### config.mk
export PLATFORM = sky130hd
export DESIGN_NAME = data_cache
export DESIGN_NICKNAME = d
export VERILOG_FILES = /design/src/rtl/data_cache.sv
export SDC_FILE = /design/constraint.sdc
export NUM_CORES = 1
export LEC_CHECK = 0
export BUFFER_PORTS_ARGS = -buffer_cell sky130_fd_sc_hd__buf_4
export CORE_UTILIZATION = 45
export DETAILED_ROUTE_END_ITERATION = 12
export PLACE_DENSITY = 0.68
export SYNTH_ARGS = -nofsm -noshare
export SYNTH_HDL_FRONTEND = slang
export SYNTH_SLANG_ARGS = --single-unit
### constraint.sdc
create_clock -name CLK -period 3.5 [get_ports CLK]
set_input_delay 0.7 -clock CLK [delete_from_list [all_inputs] [get_ports CLK]]
set_output_delay 0.7 -clock CLK [all_outputs]
set_load 0.01 [all_outputs]
### src/rtl/data_cache.sv
// Direct-mapped, write-back, write-allocate data cache (8 x 4-byte lines by default).
// Define DCACHE_STATS_EN to add saturating HIT_COUNT / MISS_COUNT outputs.
module data_cache #(
  parameter int NUM_LINES   = 8,
  parameter int BLOCK_BYTES = 4
) (
  input  logic        CLK,
  input  logic        RESET,
  input  logic        READ,
  input  logic        WRITE,
  input  logic [7:0]  ADDRESS,
  input  logic [7:0]  WRITEDATA,
  output logic [7:0]  READDATA,
  output logic        BUSYWAIT,
  output logic        MEM_READ,
  output logic        MEM_WRITE,
  output logic [5:0]  MEM_ADDRESS,
  output logic [31:0] MEM_WRITEDATA,
  input  logic [31:0] MEM_READDATA,
  input  logic        MEM_BUSYWAIT
`ifdef DCACHE_STATS_EN
  ,
  output logic [15:0] HIT_COUNT,
  output logic [15:0] MISS_COUNT
`endif
);

  localparam int OFF_W = $clog2(BLOCK_BYTES);
  localparam int IDX_W = $clog2(NUM_LINES);
  localparam int TAG_W = 8 - OFF_W - IDX_W;

  typedef enum logic [1:0] {
    IDLE,
    WRITE_BACK,
    MEM_FETCH,
    UPDATE
  } state_e;

  state_e state_q, state_d;

  logic [NUM_LINES-1:0] valid_q;
  logic [NUM_LINES-1:0] dirty_q;
  logic [TAG_W-1:0]     tag_q  [NUM_LINES];
  logic [31:0]          data_q [NUM_LINES];

  logic        mem_read_q;
  logic        mem_write_q;
  logic [5:0]  mem_address_q;
  logic [31:0] mem_writedata_q;
  logic [31:0] fill_q;

  logic [IDX_W-1:0] idx;
  logic [TAG_W-1:0] addr_tag;
  logic [OFF_W-1:0] offset;
  logic [31:0]      line;
  logic             req;
  logic             hit;
  logic             write_hit;

  assign idx      = ADDRESS[OFF_W +: IDX_W];
  assign addr_tag = ADDRESS[7 -: TAG_W];
  assign offset   = ADDRESS[OFF_W-1:0];
  assign line     = data_q[idx];

  assign req       = READ | WRITE;
  assign hit       = valid_q[idx] && (tag_q[idx] == addr_tag);
  assign write_hit = (state_q == IDLE) && WRITE && hit;

  // Combinational stall so a hit completes in the cycle it is presented.
  assign BUSYWAIT = req && !((state_q == IDLE) && hit);
  assign READDATA = line[{offset, 3'b000} +: 8];

  assign MEM_READ      = mem_read_q;
  assign MEM_WRITE     = mem_write_q;
  assign MEM_ADDRESS   = mem_address_q;
  assign MEM_WRITEDATA = mem_writedata_q;

  always_comb begin
    // NOTE: default assignment first so every path drives state_d and no latch is inferred.
    state_d = state_q;
    case (state_q)
      IDLE:       if (req && !hit) state_d = dirty_q[idx] ? WRITE_BACK : MEM_FETCH;
      WRITE_BACK: if (!MEM_BUSYWAIT) state_d = MEM_FETCH;
      MEM_FETCH:  if (!MEM_BUSYWAIT) state_d = UPDATE;
      UPDATE:     state_d = IDLE;
      default:    state_d = IDLE;
    endcase
  end

  // Block FSM with registered memory-side outputs, set up on the transition into each state.
  always_ff @(posedge CLK) begin
    // NOTE: non-blocking assignments for all sequential state so every register samples pre-edge values.
    if (RESET) begin
      state_q         <= IDLE;
      mem_read_q      <= 1'b0;
      mem_write_q     <= 1'b0;
      mem_address_q   <= '0;
      mem_writedata_q <= '0;
      fill_q          <= '0;
    end else begin
      state_q <= state_d;
      case (state_q)
        IDLE: begin
          if (state_d == WRITE_BACK) begin
            mem_write_q     <= 1'b1;
            mem_address_q   <= {tag_q[idx], idx};
            mem_writedata_q <= data_q[idx];
          end else if (state_d == MEM_FETCH) begin
            mem_read_q    <= 1'b1;
            mem_address_q <= ADDRESS[7:OFF_W];
          end
        end
        WRITE_BACK: begin
          if (state_d == MEM_FETCH) begin
            mem_write_q   <= 1'b0;
            mem_read_q    <= 1'b1;
            mem_address_q <= ADDRESS[7:OFF_W];
          end
        end
        MEM_FETCH: begin
          if (state_d == UPDATE) begin
            mem_read_q <= 1'b0;
            fill_q     <= MEM_READDATA;
          end
        end
        default: ;
      endcase
    end
  end

  always_ff @(posedge CLK) begin
    if (RESET) begin
      valid_q <= '0;
      dirty_q <= '0;
    end else if (state_q == UPDATE) begin
      valid_q[idx] <= 1'b1;
      dirty_q[idx] <= 1'b0;
    end else if (write_hit) begin
      dirty_q[idx] <= 1'b1;
    end
  end

  // NOTE: tag/data arrays carry no reset; cleared valid bits make their contents unobservable.
  always_ff @(posedge CLK) begin
    if (!RESET) begin
      if (state_q == UPDATE) begin
        tag_q[idx]  <= addr_tag;
        data_q[idx] <= fill_q;
      end else if (write_hit) begin
        data_q[idx][{offset, 3'b000} +: 8] <= WRITEDATA;
      end
    end
  end

`ifdef DCACHE_STATS_EN
  logic [15:0] hit_count_q;
  logic [15:0] miss_count_q;

  always_ff @(posedge CLK) begin
    if (RESET) begin
      hit_count_q  <= '0;
      miss_count_q <= '0;
    end else begin
      if ((state_q == IDLE) && req && hit && (hit_count_q != 16'hFFFF))
        hit_count_q <= hit_count_q + 16'd1;
      if ((state_q == IDLE) && (state_d != IDLE) && (miss_count_q != 16'hFFFF))
        miss_count_q <= miss_count_q + 16'd1;
    end
  end

  assign HIT_COUNT  = hit_count_q;
  assign MISS_COUNT = miss_count_q;
`endif

endmodule
==> metrics.yaml <==
drt_iter0_drc: 1021
cp.arrival_ns: 2.75
timing.fmax_mhz: 290.0
cts.sinks: 370
cts_tree: "built"
critPathMaxFanout: 18
synth_top_area_share_pct: 57.14
yosysSeqAreaShare_pct: 69.38
start_kind: "input pin"
ys_types: 53
leakagePower_nw: 6.718
antenna_found_initial: 0
yosys_register_bits: 370
clock_path_buffers: 3
hold_class: "in2reg"
ctsHtreeMaxLevel: 2
dieWidth_um: 182.8
gr-total-overflow: 0
holdBufCountCts: 0
clock_latency_ns: 0.53
clkTransAtPathRegs_ns: 0.06
fin_crit_sh_pct: 98.51
path_common_cell: "buf_4"
rrSetupSlack_ns: 0.54
die_h_um: 182.8
clockPowerShare_pct: 42.0
power_frac_seq_pct: 51.4
slowest_stage: "mux4_2"
end_kind: "primary output"
synth_top_area_cell: "edfxtp_1"
cp_slowest_stage_delay_ns: 0.57
fin_skew_ns: 0.01430
core.rowCount: 65
area_growth_pct: 22.10
grt_pass1_wl_um: 57820
numPortBuffers: 101
drive_gt1_share_pct: 23.61
setup_viol: 0
nFillCells: 2632
drv_cap: 0
layout_common_cells: "280 x edfxtp_1, 205 x buf_4, 111 x nand2_1"
final_common_cell: "edfxtp_1"
wl_per_cell_um: 22.10
cts-root-buf: "clkbuf_16"
antenna_left: 0
crit_path_cell_trace: "buf_8, buf_4, and3b_2, buf_6, a22oi_1, nand4_1, mux4_2, buf_4"
relSlewSlack_pct: 31.41
io_pins: 102
drc_errors: 0
synth_area_leaders: "edfxtp_1 57%, dfxtp_1 12%, mux2i_1 5.9%"
synth_edf_count: 280
async_flop_share_pct: 0
outcome: "finished clean"
design_area_um2: 17970
coreArea_um2: 31880
grt_usage_pct: 23.15
grt_pass1_vias: 9400
syn_area_per_cell_um2: 13.70
p_int_mw: 7.238
holdWs_ns: 0.4185
synth.cell_area_um2: 14720
worstPathRequired_ns: 2.80
nNetsFinal: 1323
worst_pin_slew_ns: 1.029
hold_viol: 0
cp_num_buf_inv: 4
yosysWarnings: 0
place_congestion: 0.8459
power_switching_mw: 2.033
vias: 9768
initial_utilization_pct: 46.16
power_frac_comb_pct: 6.6
grt_start_max_net_pins: 79
dr.pass1.iters: 5
place.detailed.hpwl_um: 26450
dpl_cell_area_um2: 16700
totalWireLength_um: 38270
power_density_nw_per_um2: 516.0
path_delay_family: "buffers and inverters"
synth_flop_cell: "edfxtp_1"
maxSlewViolCount: 0
swShare_pct: 21.93
cts-buffers-inserted: 39
min_period_ns: 3.448
synth_cells: 1074
die_area_um2: 33430
synth_fp_nets: 1132
critical_path_class: "in2out"
vias_per_cell: 5.640
ir_drop_mv: 0.3292
-- final timing paths --
kind                                       from            end  cells past startpoint
worst max-delay path                 ADDRESS[2]    READDATA[1]                      8
worst min-delay path            MEM_READDATA[3]      fill_q[3]                      3
worst max register to register      tag_q[6][0]  data_q[5][24]                      8
worst min register to register       valid_q[4]     valid_q[4]                      1
-- through the flow --
step           worst slack, ns   TNS [ns]  utilization [%]  std cells  total power [mW]
3_5_place_dp           -0.1055     -3.172            52.37       1657             5.454
2_1_floorplan           0.1378          0                -       1074             5.153
3_3_place_gp          -0.06769    -0.3467            52.37       1657             5.445
4_1_cts               0.008063          0            56.17       1729             9.311
5_1_grt              -0.004461  -0.004529            56.35       1731             9.531
6_report               0.05215          0            56.36       1732             9.271
-- power by group through the flow --
stage	Sequential [mW]	Clock, mW	Combinational (mW)
after detailed placement	4.86	0	0.597
after global placement	4.85	0	0.591
final	4.76	3.89	0.613
after CTS	4.76	3.95	0.600
after global routing	4.77	4.11	0.656
after floorplan	4.85	0	0.303
-- final cells by class --
cell class,instances,area [um^2],area share [%]
sequential,370,10210,56.82
multi-input combinational,601,4133,23.00
inverter,37,138.9,0.7730
tap,435,544.3,3.029
clock inverter,14,102.6,0.5710
clock buffer,58,1100,6.121
timing repair buffer,216,1737,9.666
antenna,1,2.502,0.01393
-- synthesized netlist by cell type (3+ instances only) --
cell / number
buf_6: 4
a22oi_1: 91
nand2_1: 111
nand3_4: 4
inv_1: 36
nor2_1: 75
ha_1: 5
a22o_1: 10
edfxtp_1: 280
buf_1: 5
o21ai_0: 13
mux2i_1: 87
a221oi_1: 10
nor3b_1: 4
dfxtp_1: 90
buf_2: 5
a211oi_1: 8
clkbuf_1: 49
and2_1: 3
nand3_1: 19
a21oi_1: 65
buf_4: 3
or3_1: 3
o211ai_1: 3
nand3b_1: 3
a31oi_1: 11
nor3_1: 7
nand4_1: 16
a21o_1: 8
mux4_2: 13
-- cell families (layout without fill, tap and decap cells) --
group | count (synthesis) | count (layout) | share of synthesized area (%)
xor+xnor | 3 | 3 | 0.2296
flops | 370 | 370 | 69.38
fa+ha+maj | 5 | 5 | 0.4251
compound gates | 234 | 234 | 10.90
buf+inv | 103 | 325 | 2.950
other cells | 0 | 1 | 0
simple gates | 257 | 257 | 8.027
mux | 102 | 102 | 8.086
-- layer usage --
layer | up-vias | GRT usage, % | share of wire, %
met5 | - | 0 | 0
met4 | 0 | 6.067 | 1.8
met3 | 53 | 3.733 | 9.2
met2 | 480 | 34.82 | 44
met1 | 4774 | 34.93 | 45
li1 | 4461 | - | -
-- tightest hold or removal path, delay by kind of cell --
kind	cells	cell delay, ns
AO/OA/AOI/OAI	1	0.05
AND/OR/NAND/NOR	1	0.04
buffers and inverters	1	0.11
-- flip-flops by register name, summed over array words and instances (netlist names), named ones only --
register / cells
data_q: 256
tag_q: 24
MEM_READ: 1
MEM_WRITE: 1
MEM_WRITEDATA: 32
MEM_ADDRESS: 6
fill_q: 32
state_q: 2
valid_q: 8
-- timing repair --
action                                  4_1_cts  5_1_grt
hold endpoints to repair                      0        0
pin swaps                                     2        5
endpoints found under the setup margin        8        9
resized for setup                             3       10
buffers inserted                              0        2
Power figures use the tool's default switching activity.
